## config.mk

```make
export PLATFORM = sky130hd
export DESIGN_NAME = rem_bcd_conv
export DESIGN_NICKNAME = d
export VERILOG_FILES = /design/src/rtl/rem_bcd_conv.sv
export SDC_FILE = /design/constraint.sdc
export NUM_CORES = 1
export LEC_CHECK = 0
export BUFFER_PORTS_ARGS = -buffer_cell sky130_fd_sc_hd__buf_2
export CAP_MARGIN = 30
export CORE_MARGIN = 2
export CORE_UTILIZATION = 37
export CTS_CLUSTER_DIAMETER = 30
export DETAILED_ROUTE_END_ITERATION = 7
export PLACE_DENSITY_LB_ADDON = 0.12
export SETUP_SLACK_MARGIN = 0.2
export SYNTH_ARGS = -nofsm -noshare
export SYNTH_HDL_FRONTEND = slang
export SYNTH_SLANG_ARGS = --single-unit
```

## constraint.sdc

```tcl
create_clock -name clk -period 1.96 [get_ports clk]
set_input_delay 0.098 -clock clk [delete_from_list [all_inputs] [get_ports clk]]
set_output_delay 0.098 -clock clk [all_outputs]
set_load 0.03 [all_outputs]
```

## src/rtl/rem_bcd_conv.sv

```systemverilog
// rem_bcd_conv
// Sequential binary-to-BCD converter (shift-add-3 / double dabble).
// It captures an N-bit remainder on an accepted start and converts it over N clock cycles.
// It then presents packed BCD digits together with a one-cycle done pulse.
// Digit 0 sits in bcd[3:0] and digit k sits in bcd[4k+3:4k].

module rem_bcd_conv #(
  parameter int N      = 7,
  parameter int DIGITS = 3
) (
  input  logic                  clk,
  input  logic                  rst_n,
  input  logic                  start,
  input  logic [N-1:0]          bin,
  output logic                  busy,
  output logic                  done,
  output logic [4*DIGITS-1:0]   bcd
);

  localparam int BCD_W  = 4 * DIGITS;
  localparam int SREG_W = BCD_W + N;
  localparam int CNT_W  = $clog2(N) + 1;

  localparam logic [CNT_W-1:0] CNT_LAST = CNT_W'(N - 1);
  localparam logic [CNT_W-1:0] CNT_ONE  = CNT_W'(1);

  // The digit field must be wide enough to hold the largest binary input.
  if (10**DIGITS <= 2**N - 1) begin : g_digits_check
    $error("rem_bcd_conv: DIGITS too small to represent 2**N-1");
  end

  typedef enum logic [1:0] {
    S_IDLE  = 2'd0,
    S_SHIFT = 2'd1,
    S_DONE  = 2'd2
  } state_t;

  state_t               state_q, state_d;
  logic [SREG_W-1:0]    sreg_q,  sreg_d;
  logic [CNT_W-1:0]     cnt_q,   cnt_d;
  logic [BCD_W-1:0]     bcd_q,   bcd_d;
  logic                 busy_q,  busy_d;
  logic                 done_q,  done_d;

  logic [SREG_W-1:0]    adj_s;
  logic [SREG_W-1:0]    shifted_s;

  // Add 3 to every BCD nibble holding 5 or more.
  // All nibbles are judged on the same pre-shift value, so they are adjusted in parallel.
  function automatic logic [SREG_W-1:0] dabble_adjust(input logic [SREG_W-1:0] v);
    logic [SREG_W-1:0] r;
    r = v;
    for (int k = 0; k < DIGITS; k++) begin
      if (v[N + 4*k +: 4] >= 4'd5) begin
        r[N + 4*k +: 4] = v[N + 4*k +: 4] + 4'd3;
      end else begin
        r[N + 4*k +: 4] = v[N + 4*k +: 4];
      end
    end
    return r;
  endfunction

  // Datapath for one double-dabble step: adjust the nibbles, then shift left by one.
  always_comb begin
    adj_s     = dabble_adjust(sreg_q);
    shifted_s = {adj_s[SREG_W-2:0], 1'b0};
  end

  // Next-state logic, datapath register updates and output decodes.
  always_comb begin
    state_d = state_q;
    sreg_d  = sreg_q;
    cnt_d   = cnt_q;
    bcd_d   = bcd_q;

    case (state_q)
      S_IDLE: begin
        if (start) begin
          sreg_d  = {{BCD_W{1'b0}}, bin};
          cnt_d   = {CNT_W{1'b0}};
          state_d = S_SHIFT;
        end else begin
          state_d = S_IDLE;
        end
      end

      S_SHIFT: begin
        sreg_d = shifted_s;
        cnt_d  = cnt_q + CNT_ONE;
        if (cnt_q == CNT_LAST) begin
          // The result is taken from the final shift.
          // This makes bcd valid in the same cycle that done is high.
          bcd_d   = shifted_s[SREG_W-1 -: BCD_W];
          state_d = S_DONE;
        end else begin
          state_d = S_SHIFT;
        end
      end

      S_DONE: begin
        state_d = S_IDLE;
      end

      default: begin
        state_d = S_IDLE;
      end
    endcase

    // busy and done are decodes of the state, registered alongside it.
    busy_d = (state_d == S_SHIFT);
    done_d = (state_d == S_DONE);
  end

  // State, datapath and output registers.
  // An asynchronous reset aborts any conversion and clears the result.
  always_ff @(posedge clk or negedge rst_n) begin
    if (!rst_n) begin
      state_q <= S_IDLE;
      sreg_q  <= {SREG_W{1'b0}};
      cnt_q   <= {CNT_W{1'b0}};
      bcd_q   <= {BCD_W{1'b0}};
      busy_q  <= 1'b0;
      done_q  <= 1'b0;
    end else begin
      state_q <= state_d;
      sreg_q  <= sreg_d;
      cnt_q   <= cnt_d;
      bcd_q   <= bcd_d;
      busy_q  <= busy_d;
      done_q  <= done_d;
    end
  end

  assign busy = busy_q;
  assign done = done_q;
  assign bcd  = bcd_q;

endmodule
```

==> flow_metrics.py <==
metrics = {
    "synth": {
        "yosysMostFrequentCell": "dfrtp_1",
        "syn-mean-instance-area_um2": 10.6,
        "yosysTopAreaCell": "dfrtp_1",
        "synth_edf_count": 0,
        "synthTopCellsByArea": "dfrtp_1 (53%), o21ai_0 (5.7%), ha_1 (5.4%)",
        "ys_types": 26,
        "ys_async_sr_fraction_pct": 100,
        "syn_inst": 174,
        "synth_top_flop_cell": "dfrtp_1",
        "ys_seq_elements": 39,
        "synth_seq_area_share_pct": 52.8,
        "ys_warn_count": 0,
        "ys_top_cells_by_count": "dfrtp_1 (39), o21ai_0 (21), a21oi_1 (17)",
        "synth_top_area_share_pct": 52.8,
        "synth_nets": 192,
        "syn_area_um2": 1850,
    },
    "sta": {
        "slew_headroom_pct": 74.1,
        "rsz0062_at_grt": "true",
        "hold_viol": 0,
        "tightest_slew_ns": 0.388,
        "post-route-period-util_pct": 82.7,
        "clock-skew-final_ns": 0.00630,
        "drv_slew": 0,
        "setup_tns_ns": 0,
        "worst_slack_ns": 0.340,
        "finalSetupViolations": 0,
        "fin_crit_ns": 1.62,
        "max_clock_freq_mhz": 617,
    },
    "routing": {
        "drc_errors": 0,
        "antenna_left": 0,
        "drtIter0Drc": 61,
        "routed_wl_um": 3680,
        "wire_per_inst_um": 13.4,
        "firstDrtPassIters": 4,
        "vias_per_cell": 4.97,
        "num_vias": 1366,
    },
    "clock_network": {
        "cts_max_level": 2,
        "clockBufferDepth": 2,
        "clock_latency_ns": 0.29,
        "cts_setup_buffers": 0,
        "cts_tree": "done",
        "cts_buffers": 5,
        "cts-root-buf": "clkbuf_8",
        "cts.clk_slew.worst_paths_ns": 0.08,
        "cts_sinks": 39,
    },
    "global_routing": {
        "grt_pass1_vias": 1331,
        "antenna_found_initial": 0,
        "grt_first_pass_wirelength_um": 6210,
        "track_usage_pct": 14.8,
        "grt-ovfl-total": 0,
        "grt_max_degree": 26,
    },
    "critical_path": {
        "start_kind": "flop",
        "cp_data_arrival_time_ns": 1.85,
        "cp-end-kind": "flop",
        "worstPathRequired_ns": 2.19,
        "reg2reg_setup_slack_ns": 0.34,
        "crit_type": "flop to flop",
        "cp_max_fo": 4,
    },
    "pwr": {
        "p_per_area_nw_per_um2": 1680,
        "max-vdd-ir-drop_uv": 511,
        "p_leak_nw": 0.996,
    },
    "place": {
        "portBuffers": 23,
        "routabilityCongestion": 0.768,
        "post-dp-hpwl_um": 2680,
        "place_ws_ns": 0.286,
    },
    "finish": {
        "utilization_pct": 45.8,
        "num_antenna_cells": 0,
        "area_delta_synth_final_pct": 17.9,
        "drive_gt1_share_pct": 26.0,
        "nets": 225,
        "fillers": 490,
    },
    "hold_path": {
        "hold_class": "input port to flop",
    },
    "floorplan": {
        "die_h_um": 74.7,
        "ioPinCount": 24,
        "num_rows": 25,
        "die_w_um": 74.7,
        "fp.dieArea_um2": 5580,
        "start_util_pct": 38.9,
        "core-area_um2": 4750,
    },
    "flow_run": {
        "drv_cap": 0,
    },
    "run_status": {
        "status": "complete, no violations",
    },
}
[cell families (layout without fill, tap and decap cells)]
| group | after synthesis | in the layout | share of synthesized area, % |
|---|---|---|---|
| buffers and inverters | 14 | 48 | 3.25 |
| muxes | 10 | 10 | 5.96 |
| and+or+nand+nor | 45 | 45 | 13.5 |
| xor gates and xnor gates | 3 | 3 | 1.42 |
| DFF | 39 | 39 | 52.8 |
| adders and majority gates | 8 | 8 | 5.42 |
| AOI/OAI and AO/OA | 55 | 55 | 17.7 |
[report_power, final]
part	total [mW]	switching (mW)	internal (mW)
Combinational	1.71	0.997	0.716
Sequential	1.43	0.279	1.15
Clock	0.523	0.274	0.248
Total	3.67	1.55	2.12
[path summary, 6_finish.rpt]
kind                            startpoint    endpoint  cells after the start
worst max-delay path            sreg_q[12]      bcd[6]                      6
worst min-delay path                bin[3]   sreg_q[3]                      3
worst max register to register  sreg_q[12]      bcd[6]                      6
worst min register to register   sreg_q[1]   sreg_q[1]                      2
max in group asynchronous            rst_n   sreg_q[5]                      3
min in group asynchronous            rst_n  sreg_q[18]                      2
[critical path: stages (launching register included)]
cell and delay (ns):
dfrtp_1 0.40, inv_1 0.10, ha_1 0.22, nand2b_1 0.08
a21oi_1 0.27, mux2i_1 0.30, mux2_2 0.19
[what timing repair did]
action                                  4_1_cts  5_1_grt
hold buffers                                  1        0
endpoints found under the hold margin        14        0
endpoints found under the setup margin        0        4
gates resized for setup                       0        2
[per-layer routing]
metal  global-route usage (%)  vias up  wire length [um]
li1                         -      676                 -
met1                     18.2      653              1660
met2                     25.3       29              1830
met3                     3.61        8               126
met4                     5.56        0                68
met5                        0        -                 0
[placed cells by master (no fill, tap or decap), drive strengths merged]
cell	netlist	routed
dfrtp	39	39
inv	8	8
nor2	8	8
or3b	3	3
nand2b	4	4
a31oi	3	3
nor3	6	6
nor3b	2	2
a22o	7	7
clkinvlp	0	1
a21o	1	1
nor2b	8	8
ha	8	8
clkinv	0	1
nand3	1	1
mux2	8	8
nand2	12	12
a22oi	5	5
xnor2	3	3
mux2i	2	2
o21ai	21	21
clkbuf	5	6
buf	1	31
a21oi	17	17
o21bai	1	1
dlygate4sd3	0	1
and3b	1	1
[flip-flops by register name, indices dropped and copies added (netlist names)]
register	flops
state_q	2
bcd	12
done	1
sreg_q	19
cnt_q	4
busy	1
[layout make-up]
cell class                 count  area, um^2  share of cell area (%)
timing repair buffer          32         185                    8.50
clock inverter                 2        12.5                   0.574
tap                           67        83.8                    3.85
sequential                    39         976                    44.8
clock buffer                   6        72.6                    3.33
multi-input combinational    121         820                    37.6
inverter                       8        30.0                    1.38
[per-stage QoR]
stage	area [um^2]	hold slack [ns]	total power [mW]	cells
6_report	2180	0.0962	3.67	275
5_1_grt	2180	0.100	3.97	275
4_1_cts	2170	0.0861	3.70	275
3_5_place_dp	2080	0.0206	3.16	266
3_3_place_gp	2080	0.0120	3.10	266
2_1_floorplan	1850	-0.198	2.66	174
Power figures use the tool's default switching activity.
